$ cat src/rtl/tlul_pkg.sv
// Shared TL-UL definitions: bus widths, opcodes, channel structs and the
// per-request bookkeeping record kept by device-side adapters.
package tlul_pkg;

  localparam int TL_AW  = 32;
  localparam int TL_DW  = 32;
  localparam int TL_DBW = TL_DW / 8;
  localparam int TL_SZW = 2;
  localparam int TL_AIW = 8;
  localparam int TL_DIW = 1;
  localparam int TL_UW  = 4;

  typedef enum logic [2:0] {
    PutFullData    = 3'h0,
    PutPartialData = 3'h1,
    Get            = 3'h4
  } tl_a_op_e;

  typedef enum logic [2:0] {
    AccessAck     = 3'h0,
    AccessAckData = 3'h1
  } tl_d_op_e;

  typedef struct packed {
    logic              a_valid;
    logic [2:0]        a_opcode;
    logic [2:0]        a_param;
    logic [TL_SZW-1:0] a_size;
    logic [TL_AIW-1:0] a_source;
    logic [TL_AW-1:0]  a_address;
    logic [TL_DBW-1:0] a_mask;
    logic [TL_DW-1:0]  a_data;
    logic [TL_UW-1:0]  a_user;
    logic              d_ready;
  } tl_h2d_t;

  typedef struct packed {
    logic              d_valid;
    logic [2:0]        d_opcode;
    logic [2:0]        d_param;
    logic [TL_SZW-1:0] d_size;
    logic [TL_AIW-1:0] d_source;
    logic [TL_DIW-1:0] d_sink;
    logic [TL_DW-1:0]  d_data;
    logic [TL_UW-1:0]  d_user;
    logic              d_error;
    logic              a_ready;
  } tl_d2h_t;

  typedef struct packed {
    logic [2:0]        d_opcode;
    logic [TL_SZW-1:0] size;
    logic [TL_AIW-1:0] source;
    logic [TL_DW-1:0]  data;
    logic              err;
  } rsp_entry_t;

  // Byte lanes a naturally aligned access of the given size touches.
  function automatic logic [TL_DBW-1:0] lane_mask(input logic [TL_SZW-1:0] size,
                                                  input logic [1:0] offset);
    logic [TL_DBW-1:0] base;
    case (size)
      2'd0:    base = 4'b0001;
      2'd1:    base = 4'b0011;
      default: base = 4'b1111;
    endcase
    return base << offset;
  endfunction

endpackage

$ cat src/rtl/tlul_rsp_buf.sv
// Circular response buffer: holds accepted requests in order, completes the
// oldest one still waiting on the device, and releases finished ones at the head.
module tlul_rsp_buf
  import tlul_pkg::*;
#(
  parameter int unsigned Depth = 2
) (
  input  logic             clock,
  input  logic             rst_ni,
  input  logic             push,
  input  rsp_entry_t       push_entry,
  input  logic             push_done,
  input  logic             complete,
  input  logic [TL_DW-1:0] complete_data,
  input  logic             complete_err,
  input  logic             pop,
  output logic             full,
  output logic             pending,
  output logic             head_done,
  output rsp_entry_t       head_entry
);

  localparam int unsigned AW = $clog2(Depth);
  localparam int unsigned PW = AW + 1;

  rsp_entry_t       entries [Depth];
  logic [Depth-1:0] done_q;
  logic [PW-1:0]    wr_ptr, rd_ptr, count;
  logic [AW-1:0]    wr_idx, rd_idx, scan_idx, cmp_idx;
  logic             push_ok, cmp_ok, pop_ok, empty;

  assign wr_idx = wr_ptr[AW-1:0];
  assign rd_idx = rd_ptr[AW-1:0];
  assign count  = wr_ptr - rd_ptr;
  assign empty  = (wr_ptr == rd_ptr);
  assign full   = (wr_ptr[AW] != rd_ptr[AW]) && (wr_idx == rd_idx);

  assign head_done  = ~empty & done_q[rd_idx];
  assign head_entry = entries[rd_idx];

  assign push_ok = push & ~full;
  assign cmp_ok  = complete & pending;
  assign pop_ok  = pop & head_done;

  // The device answers in grant order, so the first occupied, unfinished
  // slot after the head is always the one it is answering.
  always_comb begin
    pending  = 1'b0;
    cmp_idx  = '0;
    scan_idx = '0;
    for (int unsigned i = 0; i < Depth; i++) begin
      scan_idx = rd_idx + AW'(i);
      if (!pending && (PW'(i) < count) && !done_q[scan_idx]) begin
        pending = 1'b1;
        cmp_idx = scan_idx;
      end
    end
  end

  always_ff @(posedge clock) begin
    if (!rst_ni) begin
      wr_ptr <= '0;
      rd_ptr <= '0;
      done_q <= '0;
    end else begin
      if (push_ok) begin
        wr_ptr         <= wr_ptr + PW'(1);
        done_q[wr_idx] <= push_done;
      end
      if (cmp_ok) begin
        done_q[cmp_idx] <= 1'b1;
      end
      if (pop_ok) begin
        rd_ptr <= rd_ptr + PW'(1);
      end
    end
  end

  // Payload needs no reset: nothing is visible unless its done flag is set.
  always_ff @(posedge clock) begin
    if (push_ok) begin
      entries[wr_idx] <= push_entry;
    end
    if (cmp_ok) begin
      entries[cmp_idx].data <= (entries[cmp_idx].d_opcode == AccessAckData) ? complete_data : '0;
      entries[cmp_idx].err  <= complete_err;
    end
  end

endmodule

$ cat src/rtl/tlul_device_adapter.sv
// TL-UL responder in front of a req/gnt/rvalid device: screens A-channel
// requests, forwards legal ones and returns in-order D-channel responses.
module tlul_device_adapter
  import tlul_pkg::*;
#(
  parameter int unsigned Depth = 2
) (
  input  logic              clock,
  input  logic              rst_ni,
  input  tl_h2d_t           tl_i,
  output tl_d2h_t           tl_o,
  output logic              req_o,
  input  logic              gnt_i,
  output logic              we_o,
  output logic [TL_AW-1:0]  addr_o,
  output logic [TL_DW-1:0]  wdata_o,
  output logic [TL_DBW-1:0] be_o,
  input  logic              rvalid_i,
  input  logic [TL_DW-1:0]  rdata_i,
  input  logic              err_i
);

  logic              is_get, is_put_full, is_put_partial;
  logic              op_ok, size_ok, align_ok, mask_ok, bad;
  logic [TL_DBW-1:0] lanes;
  logic              full, pending, head_done, a_ready, d_valid, push, pop;
  logic              unused_fields;
  rsp_entry_t        push_entry, head_entry;

  assign is_get         = (tl_i.a_opcode == Get);
  assign is_put_full    = (tl_i.a_opcode == PutFullData);
  assign is_put_partial = (tl_i.a_opcode == PutPartialData);
  assign op_ok          = is_get | is_put_full | is_put_partial;
  assign size_ok        = (tl_i.a_size <= 2'd2);

  always_comb begin
    case (tl_i.a_size)
      2'd0:    align_ok = 1'b1;
      2'd1:    align_ok = ~tl_i.a_address[0];
      default: align_ok = (tl_i.a_address[1:0] == 2'b00);
    endcase
  end

  assign lanes   = lane_mask(tl_i.a_size, tl_i.a_address[1:0]);
  assign mask_ok = ~|(tl_i.a_mask & ~lanes) & (~is_put_full | (tl_i.a_mask == lanes));
  assign bad     = ~(op_ok & size_ok & align_ok & mask_ok);

  // Erroneous requests never reach the device and are acknowledged locally,
  // so only legal ones have to wait for a grant.
  assign req_o   = rst_ni & tl_i.a_valid & ~full & ~bad;
  assign a_ready = rst_ni & ~full & (bad | gnt_i);
  assign push    = tl_i.a_valid & a_ready;

  assign we_o    = is_put_full | is_put_partial;
  assign addr_o  = {tl_i.a_address[TL_AW-1:2], 2'b00};
  assign wdata_o = tl_i.a_data;
  assign be_o    = tl_i.a_mask;

  always_comb begin
    push_entry.d_opcode = is_get ? AccessAckData : AccessAck;
    push_entry.size     = tl_i.a_size;
    push_entry.source   = tl_i.a_source;
    push_entry.data     = (bad & is_get) ? '1 : '0;
    push_entry.err      = bad;
  end

  assign d_valid = rst_ni & head_done;
  assign pop     = d_valid & tl_i.d_ready;

  tlul_rsp_buf #(
    .Depth (Depth)
  ) u_rsp_buf (
    .clock         (clock),
    .rst_ni        (rst_ni),
    .push          (push),
    .push_entry    (push_entry),
    .push_done     (bad),
    .complete      (rvalid_i),
    .complete_data (rdata_i),
    .complete_err  (err_i),
    .pop           (pop),
    .full          (full),
    .pending       (pending),
    .head_done     (head_done),
    .head_entry    (head_entry)
  );

  always_comb begin
    tl_o          = '0;
    tl_o.a_ready  = a_ready;
    tl_o.d_valid  = d_valid;
    tl_o.d_opcode = head_entry.d_opcode;
    tl_o.d_size   = head_entry.size;
    tl_o.d_source = head_entry.source;
    tl_o.d_data   = head_entry.data;
    tl_o.d_error  = head_entry.err;
  end

  assign unused_fields = ^{tl_i.a_param, tl_i.a_user};

  // A device response with nothing outstanding means the device misbehaved.
  rvalid_has_target : assert property (@(posedge clock) disable iff (!rst_ni)
                                       rvalid_i |-> pending);

endmodule

$ cat config.mk
export PLATFORM = sky130hd
export DESIGN_NAME = tlul_device_adapter
export DESIGN_NICKNAME = d
export VERILOG_FILES = /design/src/rtl/tlul_pkg.sv /design/src/rtl/tlul_rsp_buf.sv /design/src/rtl/tlul_device_adapter.sv
export SDC_FILE = /design/constraint.sdc
export NUM_CORES = 1
export LEC_CHECK = 0
export BUFFER_PORTS_ARGS = -buffer_cell sky130_fd_sc_hd__buf_4
export CAP_MARGIN = 20
export CORE_MARGIN = 1
export CORE_UTILIZATION = 30
export CTS_CLUSTER_SIZE = 30
export DETAILED_ROUTE_END_ITERATION = 7
export GPL_ROUTABILITY_DRIVEN = 0
export REMOVE_ABC_BUFFERS = 1
export SYNTH_ARGS = -nofsm -noshare
export SYNTH_HDL_FRONTEND = slang
export SYNTH_SLANG_ARGS = --single-unit
$ cat constraint.sdc
create_clock -name clock -period 7.1 [get_ports clock]
set_clock_uncertainty 0.2 [all_clocks]
set_input_delay 1.065 -clock clock [delete_from_list [all_inputs] [get_ports clock]]
set_output_delay 1.065 -clock clock [all_outputs]
set_load 0.01 [all_outputs]
==> results of run 1 <==
[layer usage]
metal  vias up  track usage  wire, um
met5         -      0.08611       182
met3        21       0.1659      3445
met4         4      0.05926       237
li1       1612            -         -
met2       231       0.2422      6850
met1      1705       0.1977      6070
[logic make-up after synthesis]
family | share of synthesized area
buf+inv | 0.1516
flops | 0.5140
mux | 0.1031
other cells | 0.0006927
simple gates | 0.08944
xor+xnor | 0.01340
fa+ha+maj | 0.01156
compound gates | 0.1162
[cell usage after synthesis (2+ instances only)]
cell | count | share of area
a21oi_1 | 4 | 0.0037
xor2_1 | 2 | 0.0032
o21ai_0 | 6 | 0.0055
nor2_1 | 4 | 0.0028
dfxtp_1 | 7 | 0.026
o21ai_2 | 23 | 0.037
buf_4 | 82 | 0.11
buf_1 | 2 | 0.0014
mux2i_1 | 4 | 0.0074
buf_2 | 3 | 0.0028
nor2b_1 | 2 | 0.0023
buf_6 | 9 | 0.019
edfxtp_1 | 88 | 0.49
mux2_2 | 46 | 0.096
or2_2 | 3 | 0.0035
a21boi_0 | 2 | 0.0028
and2_1 | 2 | 0.0023
nand3_1 | 34 | 0.031
nor3_1 | 3 | 0.0028
o21ai_1 | 38 | 0.035
clkbuf_2 | 2 | 0.0018
clkbuf_1 | 11 | 0.0076
nand2_1 | 35 | 0.024
a21o_1 | 2 | 0.0028
inv_1 | 4 | 0.0028
o2111a_1 | 2 | 0.0042
ha_1 | 5 | 0.012
[power by group through the flow]
stage	logic [mW]	registers [mW]	clock network, mW
after floorplan	0.144	0.689	0
after global placement	0.276	0.691	0
after detailed placement	0.281	0.691	0
after CTS	0.282	0.679	0.483
after global routing	0.301	0.683	0.505
final	0.279	0.679	0.475
[sequential cells by signal (all words and copies together) (netlist names), named ones only]
register           cells
u_rsp_buf.rd_ptr       2
u_rsp_buf.wr_ptr       2
u_rsp_buf.entries     88
u_rsp_buf.done_q       2
[area by class of cell]
cell class	instances	share of cell area
Sequential cell	95	0.4557
Multi-Input combinational cell	256	0.3053
Timing Repair Buffer	115	0.1434
Tap cell	225	0.04608
Clock buffer	15	0.04219
Clock inverter	1	0.004915
Inverter	4	0.002458
[through the flow]
step	power (mW)	hold slack, ns	util	worst slack (ns)	cells
2_1_floorplan	0.8325	0.2563	-	2.708	355
3_3_place_gp	0.9664	0.2774	0.3320	3.222	694
3_5_place_dp	0.9721	0.2789	0.3331	3.152	695
4_1_cts	1.445	0.2998	0.3496	3.142	711
5_1_grt	1.489	0.3224	0.3496	3.053	711
6_report	1.432	0.2988	0.3496	3.167	711
[worst paths after layout]
kind,depth (start not counted),end,slack [ns],from
max,8,tl_o[0],3.17,tl_i[81]
min,1,u_rsp_buf.wr_ptr[0],0.30,u_rsp_buf.wr_ptr[0]
max reg2reg,5,u_rsp_buf.entries[0][22],3.80,u_rsp_buf.rd_ptr[0]
min reg2reg,1,u_rsp_buf.wr_ptr[0],0.30,u_rsp_buf.wr_ptr[0]
==> run_summary.xml, run 1 <==
<?xml version="1.0" encoding="UTF-8"?>
<metrics>
  <group name="setup_path">
    <metric name="worstPathBufferInverterCount" unit="">2</metric>
    <metric name="cp_slowest_stage_delay" unit="ns">0.31</metric>
    <metric name="end_kind" unit="">output port</metric>
    <metric name="cp_common_cell" unit="">buf_4</metric>
    <metric name="crit_arrival" unit="ns">2.67</metric>
    <metric name="critPathMaxFanout" unit="">5</metric>
    <metric name="cp_top_family" unit="">simple AND/OR/NAND/NOR gates</metric>
    <metric name="worst_ep_required_time" unit="ns">5.83</metric>
    <metric name="worstPathCellList" unit="">buf_4 -&gt; or2_2 -&gt; a21oi_1 -&gt; ha_1 -&gt; a211oi_2 -&gt; and4_1 -&gt; a221oi_1 -&gt; buf_4</metric>
    <metric name="worst_setup_path_start_kind" unit="">input pin</metric>
    <metric name="crit_type" unit="">input pin to output port</metric>
    <metric name="critical_path.slowest_cell" unit="">or2_2</metric>
  </group>
  <group name="clock_network">
    <metric name="clock_buffers_created_by_tritoncts" unit="">9</metric>
    <metric name="cts_tree" unit="">done</metric>
    <metric name="post_cts.repair.setup_buffers" unit="">0</metric>
    <metric name="postCtsResizedCells" unit="">0</metric>
    <metric name="clockBufferDepth" unit="">2</metric>
    <metric name="clockRootBuffer" unit="">clkbuf_16</metric>
    <metric name="cts.htree.levels" unit="">3</metric>
    <metric name="ctsHoldBuffers" unit="">0</metric>
    <metric name="clkLatencyLatePin" unit="ns">0.34</metric>
    <metric name="numClockSinks" unit="">95</metric>
    <metric name="clk_pin_slew" unit="ns">0.06</metric>
  </group>
  <group name="floorplanning">
    <metric name="full_die_area" unit="um2">18590</metric>
    <metric name="core" unit="um2">17480</metric>
    <metric name="die-height" unit="um">136.3</metric>
    <metric name="row_count" unit="">48</metric>
    <metric name="pin_count" unit="">253</metric>
    <metric name="die_w" unit="um">136.3</metric>
    <metric name="initial_utilization" unit="">0.3098</metric>
  </group>
  <group name="finish">
    <metric name="drive_above_1_share" unit="">0.4362</metric>
    <metric name="diodes" unit="">0</metric>
    <metric name="multi_input_gate_area_in_the_final_layout" unit="um2">1866</metric>
    <metric name="area_growth" unit="%">12.85</metric>
    <metric name="filler_cell_count" unit="">1693</metric>
    <metric name="mostFrequentLayoutCell" unit="">buf_4</metric>
    <metric name="area.sequential" unit="um2">2784</metric>
    <metric name="final_area" unit="um2">6110</metric>
    <metric name="leading_cell_types_in_the_layout_fill_and_taps_excluded" unit="">buf_4, edfxtp_1, mux2_2</metric>
    <metric name="layout_net_count" unit="">613</metric>
  </group>
  <group name="power_and_ir_drop">
    <metric name="pwr_density" unit="nW/um2">234.4</metric>
    <metric name="share_comb_of_total_power" unit="">0.195</metric>
    <metric name="vdd.ir_drop.worst" unit="uV">114.8</metric>
    <metric name="pwr-share-clk" unit="">0.332</metric>
    <metric name="p_sw_frac" unit="">0.2539</metric>
    <metric name="internal_power" unit="mW">1.069</metric>
    <metric name="switching_power" unit="mW">0.3637</metric>
    <metric name="power_frac_seq" unit="">0.474</metric>
    <metric name="total_leakage_power" unit="nW">2.278</metric>
  </group>
  <group name="detailed_routing">
    <metric name="drt_iter0_drc" unit="">196</metric>
    <metric name="dr_total_vias" unit="">3573</metric>
    <metric name="detail_route.wirelength" unit="mm">16.79</metric>
    <metric name="detail-route-antenna-nets" unit="">0</metric>
    <metric name="routed_via_density" unit="">5.025</metric>
    <metric name="wire_per_inst" unit="um">23.61</metric>
    <metric name="post-route-drc-count" unit="">0</metric>
    <metric name="drt_pass1_iterations" unit="">5</metric>
  </group>
  <group name="logic_synthesis">
    <metric name="async_flop_share" unit="">0</metric>
    <metric name="postSynth.topFlopCell" unit="">edfxtp_1</metric>
    <metric name="mappedNetlistArea" unit="um2">5414</metric>
    <metric name="ys_warn_count" unit="">0</metric>
    <metric name="synth.ff_latch_count" unit="">95</metric>
    <metric name="edff_count_synth" unit="">88</metric>
    <metric name="average_cell_area_after_synthesis" unit="um2">11.92</metric>
    <metric name="netlist_instances" unit="">454</metric>
    <metric name="netlist-cell-type-count" unit="">56</metric>
    <metric name="synth-seq-area-share" unit="">0.5140</metric>
  </group>
  <group name="run_status">
    <metric name="result_of_the_run" unit="">completed</metric>
  </group>
  <group name="timing">
    <metric name="post-route-min-period" unit="ns">3.933</metric>
    <metric name="clock.fmax" unit="GHz">0.2543</metric>
    <metric name="setup_repair_after_global_routing_missed_its_margin" unit="">false</metric>
    <metric name="finalSetupTns" unit="ns">0</metric>
    <metric name="worst-slew-pin-transition" unit="ns">0.8941</metric>
    <metric name="min_period_over_period" unit="">0.5539</metric>
    <metric name="final_hold_viol_count" unit="">0</metric>
    <metric name="slew-limit-headroom" unit="">0.4039</metric>
    <metric name="final_number_of_setup_violating_endpoints" unit="">0</metric>
    <metric name="finalMaxSlewViolations" unit="">0</metric>
  </group>
  <group name="hold_path">
    <metric name="holdCritPathClass" unit="">flip-flop to flip-flop</metric>
  </group>
  <group name="global_route">
    <metric name="globalRoute.totalOverflow" unit="">0</metric>
    <metric name="grt_pass1_wl" unit="mm">23.38</metric>
    <metric name="grt_max_degree" unit="">35</metric>
    <metric name="grt_pass1_vias" unit="">3454</metric>
    <metric name="grt_use_total" unit="">0.1823</metric>
    <metric name="antenna_violations_before_repair" unit="">0</metric>
  </group>
  <group name="flow_run">
    <metric name="max-cap-violations" unit="">0</metric>
  </group>
  <group name="placement">
    <metric name="place_hpwl" unit="mm">12.04</metric>
    <metric name="place_area" unit="um2">5822</metric>
    <metric name="io_buffers" unit="">109</metric>
  </group>
</metrics>
No activity file was read; power rests on OpenSTA's default activity.
==> inputs of run 2 (changes only) <==
--- a/config.mk
+++ b/config.mk
@@ -5,6 +5,7 @@
 export SDC_FILE = /design/constraint.sdc
 export NUM_CORES = 1
 export LEC_CHECK = 0
+export ABC_AREA = 1
 export BUFFER_PORTS_ARGS = -buffer_cell sky130_fd_sc_hd__buf_4
 export CAP_MARGIN = 20
 export CORE_MARGIN = 1
==> constraint.sdc (replaced) <==
create_clock -name clock -period 3.43 [get_ports clock]
set_clock_uncertainty 0.2 [all_clocks]
set_input_delay 0.5145 -clock clock [delete_from_list [all_inputs] [get_ports clock]]
set_output_delay 0.5145 -clock clock [all_outputs]
set_load 0.01 [all_outputs]
==> run_summary.xml, run 2 <==
<?xml version="1.0" encoding="UTF-8"?>
<metrics>
  <group name="run_status">
    <metric name="result_of_the_run" unit="">completed</metric>
  </group>
  <group name="logic_synthesis">
    <metric name="yosysMostFrequentCell" unit="">nand2_1</metric>
    <metric name="edff_count_synth" unit="">88</metric>
    <metric name="synth.ff_latch_count" unit="">95</metric>
    <metric name="synth_top_cells_by_area" unit="">edfxtp_1, buf_4, mux2_2</metric>
    <metric name="synth_top_area_frac" unit="">0.5100</metric>
    <metric name="netlist-cell-type-count" unit="">23</metric>
    <metric name="postSynth.topFlopCell" unit="">edfxtp_1</metric>
    <metric name="ys_warn_count" unit="">0</metric>
    <metric name="post_synth_most_frequent_cells" unit="">nand2_1, edfxtp_1, buf_4</metric>
    <metric name="synth-seq-area-share" unit="">0.5371</metric>
    <metric name="netlist_instances" unit="">502</metric>
    <metric name="mappedNetlistArea" unit="um2">5181</metric>
    <metric name="async_flop_share" unit="">0</metric>
    <metric name="average_cell_area_after_synthesis" unit="um2">10.32</metric>
    <metric name="synth_top_cell_by_area" unit="">edfxtp_1</metric>
  </group>
  <group name="finish">
    <metric name="area_growth" unit="%">15.09</metric>
    <metric name="filler_cell_count" unit="">1639</metric>
    <metric name="final_area" unit="um2">5963</metric>
    <metric name="leading_cell_types_in_the_layout_fill_and_taps_excluded" unit="">buf_4, nand2_1, edfxtp_1</metric>
    <metric name="postLayoutCoreUtil" unit="">0.3571</metric>
    <metric name="diodes" unit="">0</metric>
    <metric name="mostFrequentLayoutCell" unit="">buf_4</metric>
    <metric name="largest-register" unit="">u_rsp_buf.entries</metric>
    <metric name="layout_net_count" unit="">669</metric>
    <metric name="fin_cells" unit="">762</metric>
    <metric name="drive_above_1_share" unit="">0.3413</metric>
    <metric name="largest_register_ffs" unit="">88</metric>
  </group>
  <group name="clock_network">
    <metric name="postCtsResizedCells" unit="">0</metric>
    <metric name="clockRootBuffer" unit="">clkbuf_16</metric>
    <metric name="clkLatencyLatePin" unit="ns">0.35</metric>
    <metric name="cts_tree" unit="">done</metric>
    <metric name="clock_buffers_created_by_tritoncts" unit="">9</metric>
    <metric name="clockBufferDepth" unit="">2</metric>
    <metric name="ctsHoldBuffers" unit="">0</metric>
    <metric name="post_cts.repair.setup_buffers" unit="">0</metric>
    <metric name="numClockSinks" unit="">95</metric>
    <metric name="clk_pin_slew" unit="ns">0.07</metric>
    <metric name="cts.htree.levels" unit="">3</metric>
  </group>
  <group name="timing">
    <metric name="timing.final.ws_setup" unit="ns">0.7443</metric>
    <metric name="worst-slew-pin-transition" unit="ns">0.7168</metric>
    <metric name="final_hold_viol_count" unit="">0</metric>
    <metric name="post-route-min-period" unit="ns">2.686</metric>
    <metric name="timing.hold.ws" unit="ns">0.1511</metric>
    <metric name="finalMaxSlewViolations" unit="">0</metric>
    <metric name="setup_repair_after_global_routing_missed_its_margin" unit="">false</metric>
    <metric name="clock.fmax" unit="GHz">0.3723</metric>
    <metric name="min_period_over_period" unit="">0.7830</metric>
    <metric name="final_number_of_setup_violating_endpoints" unit="">0</metric>
    <metric name="finalSetupTns" unit="ns">0</metric>
    <metric name="slew-limit-headroom" unit="">0.5215</metric>
  </group>
  <group name="setup_path">
    <metric name="worstPathBufferInverterCount" unit="">4</metric>
    <metric name="rr_worst_depth" unit="">12</metric>
    <metric name="cp_slowest_stage_delay" unit="ns">0.29</metric>
    <metric name="worstPathCellList" unit="">buf_4 -&gt; inv_1 -&gt; nand3_1 -&gt; o21ai_0 -&gt; ha_1 -&gt; nand2_1 -&gt; inv_1 -&gt; nand2_1 -&gt; nand2_1 -&gt; nand4_1 -&gt; and3_1 -&gt; buf_4</metric>
    <metric name="crit_arrival" unit="ns">1.97</metric>
    <metric name="worst_setup_path_start_kind" unit="">input pin</metric>
    <metric name="reg2reg_from" unit="">u_rsp_buf.wr_ptr[0]</metric>
    <metric name="worst_ep_required_time" unit="ns">2.72</metric>
    <metric name="end_kind" unit="">output port</metric>
    <metric name="crit_type" unit="">input pin to output port</metric>
    <metric name="critical_path.slowest_cell" unit="">ha_1</metric>
    <metric name="critical_path.startpoint" unit="">tl_i[82]</metric>
    <metric name="critical_path_depth" unit="">12</metric>
    <metric name="cp_top_family" unit="">simple AND/OR/NAND/NOR gates</metric>
    <metric name="critPathMaxFanout" unit="">6</metric>
    <metric name="cp_common_cell" unit="">nand2_1</metric>
  </group>
  <group name="flow_run">
    <metric name="max-cap-violations" unit="">0</metric>
  </group>
  <group name="global_route">
    <metric name="grt_pass1_vias" unit="">3394</metric>
    <metric name="grt_max_degree" unit="">65</metric>
    <metric name="grt_use_total" unit="">0.1756</metric>
    <metric name="antenna_violations_before_repair" unit="">0</metric>
    <metric name="grt_pass1_wl" unit="mm">22.03</metric>
    <metric name="globalRoute.totalOverflow" unit="">0</metric>
  </group>
  <group name="floorplanning">
    <metric name="die_w" unit="um">133.4</metric>
    <metric name="initial_utilization" unit="">0.3102</metric>
    <metric name="row_count" unit="">47</metric>
    <metric name="full_die_area" unit="um2">17800</metric>
    <metric name="die-height" unit="um">133.4</metric>
    <metric name="pin_count" unit="">253</metric>
    <metric name="core" unit="um2">16700</metric>
  </group>
  <group name="detailed_routing">
    <metric name="detail-route-antenna-nets" unit="">0</metric>
    <metric name="routed_via_density" unit="">4.769</metric>
    <metric name="drt_pass1_iterations" unit="">5</metric>
    <metric name="drt-met1-wl" unit="mm">5.913</metric>
    <metric name="wl_met2" unit="mm">6.123</metric>
    <metric name="wire_per_inst" unit="um">20.48</metric>
    <metric name="drt_iter0_drc" unit="">236</metric>
    <metric name="post-route-drc-count" unit="">0</metric>
    <metric name="detail_route.wirelength" unit="mm">15.61</metric>
    <metric name="dr_total_vias" unit="">3634</metric>
    <metric name="top_signal_layer_used" unit="">met5</metric>
    <metric name="met3RoutedLength" unit="mm">3.343</metric>
  </group>
  <group name="power_and_ir_drop">
    <metric name="vdd.ir_drop.worst" unit="uV">192.1</metric>
    <metric name="pwr_density" unit="nW/um2">458.5</metric>
    <metric name="power.total" unit="mW">2.734</metric>
    <metric name="total_leakage_power" unit="nW">2.679</metric>
  </group>
  <group name="placement">
    <metric name="io_buffers" unit="">109</metric>
    <metric name="place_area" unit="um2">5657</metric>
    <metric name="place_ws" unit="ns">0.5356</metric>
    <metric name="place_hpwl" unit="mm">11.49</metric>
    <metric name="dp.cells" unit="">746</metric>
  </group>
  <group name="hold_path">
    <metric name="holdCritPathClass" unit="">input pin to flip-flop</metric>
    <metric name="min_delay_path_depth" unit="">1</metric>
    <metric name="min-delay-start" unit="">tl_i[75]</metric>
  </group>
</metrics>
[run 2: cell count changes after synthesis, sizes merged, moves of 3 or more]
cell,previous run,this run
o21ai,67,11
nand3,34,77
clkbuf,13,4
mux2,46,43
mux2i,4,0
and2,3,0
inv,4,33
buf,97,100
or2,3,0
nor3,4,0
nand2,36,106
nor2,4,18
[run 2: worst register-to-register path: stages, from the launching register on]
cell     delay (ns)
dfxtp_1        0.38
inv_1          0.09
ha_1           0.21
inv_1          0.06
nand3_1        0.09
nand2_1        0.08
nand2_1        0.07
nand2_1        0.07
nand2_2        0.09
inv_1          0.07
nand2_1        0.13
inv_2          0.56
o21ai_0        0.17
[run 2: layer usage]
metal / track usage / vias to the layer above
met5: 0.05000 / -
met4: 0.04167 / 4
met3: 0.1815 / 12
met2: 0.2257 / 218
met1: 0.1922 / 1723
li1: - / 1677
[run 2: worst paths after layout]
check                             end  slack, ns
max                           tl_o[0]       0.74
min          u_rsp_buf.entries[0][35]       0.15
max reg2reg   u_rsp_buf.entries[0][0]       0.89
min reg2reg       u_rsp_buf.rd_ptr[1]       0.30
[run 2: report_power, final]
group / total [mW] / switching (mW) / internal, mW
logic: 0.353 / 0.188 / 0.165
registers: 1.35 / 0.0164 / 1.33
clock network: 1.03 / 0.461 / 0.574
[run 2: final cells by class]
| type | count | area [um2] | area share |
|---|---|---|---|
| clock inverter | 7 | 81.33 | 0.01364 |
| multi-input combinational | 280 | 1567 | 0.2627 |
| tap | 220 | 275.3 | 0.04616 |
| clock buffer | 9 | 225.2 | 0.03777 |
| inverter | 34 | 127.6 | 0.02140 |
| sequential | 95 | 2784 | 0.4668 |
| timing repair buffer | 117 | 903.4 | 0.1515 |
[run 2: cells by family after synthesis]
group | after synthesis | synth area share
buffers and inverters | 138 | 0.1695
other | 1 | 0.0007238
AND/OR/NAND/NOR | 205 | 0.1705
adder cells (fa/ha/maj) | 5 | 0.01207
multiplexers | 43 | 0.09345
AO/OA/AOI/OAI | 15 | 0.01666
flip-flops | 95 | 0.5371
==> inputs of run 3 (changes only) <==
==> constraint.sdc (replaced) <==
create_clock -name clock -period 2.55 [get_ports clock]
set_clock_uncertainty 0.2 [all_clocks]
set_input_delay 0.3825 -clock clock [delete_from_list [all_inputs] [get_ports clock]]
set_output_delay 0.3825 -clock clock [all_outputs]
set_load 0.01 [all_outputs]
==> run_summary.xml, run 3 (synthesized netlist as in run 2, its figures left out) <==
<?xml version="1.0" encoding="UTF-8"?>
<metrics>
  <group name="setup_path">
    <metric name="end_kind" unit="">output port</metric>
    <metric name="worstPathCellList" unit="">buf_4 -&gt; inv_1 -&gt; nand3_1 -&gt; o21ai_0 -&gt; ha_1 -&gt; nand2_1 -&gt; inv_1 -&gt; nand2_1 -&gt; nand2_1 -&gt; nand4_1 -&gt; and3_1 -&gt; buf_4</metric>
    <metric name="critical_path.slowest_cell" unit="">ha_1</metric>
    <metric name="cp_common_cell" unit="">nand2_1</metric>
    <metric name="crit_arrival" unit="ns">1.77</metric>
    <metric name="worst_ep_required_time" unit="ns">1.97</metric>
    <metric name="critPathMaxFanout" unit="">6</metric>
    <metric name="cp_slowest_stage_delay" unit="ns">0.29</metric>
    <metric name="worst_setup_path_start_kind" unit="">input pin</metric>
    <metric name="crit_type" unit="">input pin to output port</metric>
  </group>
  <group name="timing">
    <metric name="final_number_of_setup_violating_endpoints" unit="">0</metric>
    <metric name="post-route-min-period" unit="ns">2.350</metric>
    <metric name="timing.hold.ws" unit="ns">0.02459</metric>
    <metric name="finalMaxSlewViolations" unit="">0</metric>
    <metric name="worst-slew-pin-transition" unit="ns">0.5461</metric>
    <metric name="slew-limit-headroom" unit="">0.6359</metric>
    <metric name="setup_repair_after_global_routing_missed_its_margin" unit="">false</metric>
    <metric name="final_hold_viol_count" unit="">0</metric>
    <metric name="finalSetupTns" unit="ns">0</metric>
    <metric name="clock.fmax" unit="GHz">0.4255</metric>
    <metric name="min_period_over_period" unit="">0.9217</metric>
  </group>
  <group name="power_and_ir_drop">
    <metric name="switching_power" unit="mW">0.8951</metric>
    <metric name="total_leakage_power" unit="nW">2.778</metric>
    <metric name="p_sw_frac" unit="">0.2414</metric>
    <metric name="power.total" unit="mW">3.708</metric>
    <metric name="pwr_density" unit="nW/um2">601.9</metric>
    <metric name="pwr-share-clk" unit="">0.374</metric>
    <metric name="share_comb_of_total_power" unit="">0.139</metric>
    <metric name="internal_power" unit="mW">2.813</metric>
    <metric name="vdd.ir_drop.worst" unit="uV">348.4</metric>
    <metric name="power_frac_seq" unit="">0.488</metric>
  </group>
  <group name="finish">
    <metric name="fin_cells" unit="">775</metric>
    <metric name="filler_cell_count" unit="">1648</metric>
    <metric name="largest-register" unit="">u_rsp_buf.entries</metric>
    <metric name="drive_above_1_share" unit="">0.3568</metric>
    <metric name="layout_net_count" unit="">682</metric>
    <metric name="area.sequential" unit="um2">2784</metric>
    <metric name="area_growth" unit="%">18.91</metric>
    <metric name="multi_input_gate_area_in_the_final_layout" unit="um2">1575</metric>
    <metric name="mostFrequentLayoutCell" unit="">buf_4</metric>
    <metric name="leading_cell_types_in_the_layout_fill_and_taps_excluded" unit="">buf_4, nand2_1, edfxtp_1</metric>
    <metric name="final_area" unit="um2">6161</metric>
    <metric name="diodes" unit="">0</metric>
    <metric name="largest_register_ffs" unit="">88</metric>
  </group>
  <group name="floorplanning">
    <metric name="pin_count" unit="">253</metric>
    <metric name="die-height" unit="um">133.4</metric>
    <metric name="die_w" unit="um">133.4</metric>
    <metric name="initial_utilization" unit="">0.3102</metric>
    <metric name="full_die_area" unit="um2">17800</metric>
    <metric name="core" unit="um2">16700</metric>
    <metric name="row_count" unit="">47</metric>
  </group>
  <group name="global_route">
    <metric name="grt_use_total" unit="">0.1764</metric>
    <metric name="globalRoute.totalOverflow" unit="">0</metric>
    <metric name="grt_pass1_wl" unit="mm">22.52</metric>
    <metric name="antenna_violations_before_repair" unit="">0</metric>
    <metric name="grt_max_degree" unit="">46</metric>
    <metric name="grt_pass1_vias" unit="">3595</metric>
  </group>
  <group name="run_status">
    <metric name="result_of_the_run" unit="">completed</metric>
  </group>
  <group name="clock_network">
    <metric name="clockBufferDepth" unit="">2</metric>
    <metric name="cts_tree" unit="">done</metric>
    <metric name="clkLatencyLatePin" unit="ns">0.34</metric>
    <metric name="cts.htree.levels" unit="">3</metric>
    <metric name="numClockSinks" unit="">95</metric>
    <metric name="ctsHoldBuffers" unit="">0</metric>
    <metric name="postCtsResizedCells" unit="">0</metric>
    <metric name="clock_buffers_created_by_tritoncts" unit="">9</metric>
    <metric name="clockRootBuffer" unit="">clkbuf_16</metric>
    <metric name="post_cts.repair.setup_buffers" unit="">0</metric>
    <metric name="clk_pin_slew" unit="ns">0.07</metric>
  </group>
  <group name="placement">
    <metric name="dp.cells" unit="">756</metric>
    <metric name="place_hpwl" unit="mm">11.80</metric>
    <metric name="place_area" unit="um2">5832</metric>
    <metric name="io_buffers" unit="">109</metric>
  </group>
  <group name="detailed_routing">
    <metric name="post-route-drc-count" unit="">0</metric>
    <metric name="routed_via_density" unit="">4.755</metric>
    <metric name="detail_route.wirelength" unit="mm">15.81</metric>
    <metric name="dr_total_vias" unit="">3685</metric>
    <metric name="wire_per_inst" unit="um">20.40</metric>
    <metric name="drt_pass1_iterations" unit="">4</metric>
    <metric name="drt_iter0_drc" unit="">211</metric>
    <metric name="detail-route-antenna-nets" unit="">0</metric>
  </group>
  <group name="flow_run">
    <metric name="max-cap-violations" unit="">0</metric>
  </group>
  <group name="hold_path">
    <metric name="holdCritPathClass" unit="">input pin to flip-flop</metric>
  </group>
</metrics>
[run 3: cell type report]
cell class                 count  share of cell area
sequential                    95              0.4519
multi-input combinational    281              0.2557
timing repair buffer         129              0.1775
tap                          220             0.04468
clock buffer                   9             0.03656
inverter                      34             0.02071
clock inverter                 7             0.01300
[run 3: stage by stage]
stage,utilization,worst slack (ns)
after floorplan,-,-0.1599
after global routing,0.3689,0.02911
after detailed placement,0.3492,-0.06216
final,0.3689,0.1998
after global placement,0.3492,0.02433
after CTS,0.3675,0.003004
[run 3: worst paths after layout]
check,slack [ns],endpoint,cells after the start,startpoint
worst max-delay path,0.20,tl_o[0],12,tl_i[82]
worst min-delay path,0.02,u_rsp_buf.entries[1][35],1,tl_i[75]
worst max register to register,0.24,u_rsp_buf.entries[0][0],13,u_rsp_buf.wr_ptr[0]
worst min register to register,0.30,u_rsp_buf.rd_ptr[1],2,u_rsp_buf.rd_ptr[1]
[run 3: power groups by stage]
stage / clock network (mW) / logic [mW] / registers (mW)
after floorplan: 0 / 0.222 / 1.84
after global placement: 0 / 0.506 / 1.84
after detailed placement: 0 / 0.514 / 1.84
after CTS: 1.41 / 0.517 / 1.81
after global routing: 1.47 / 0.560 / 1.82
final: 1.39 / 0.515 / 1.81
[run 3: metal layers]
metal	share of wire	vias up	GRT usage
met1	0.35	1700	0.1891
li1	-	1704	-
met4	0.013	6	0.05051
met2	0.40	248	0.2271
met3	0.22	27	0.1796
met5	0.011	-	0.07222
[run 3: critical path, delay by kind of cell]
family / cells / cell delay, ns
simple gates: 6 / 0.64
buf+inv: 4 / 0.34
fa+ha+maj: 1 / 0.29
compound gates: 1 / 0.09
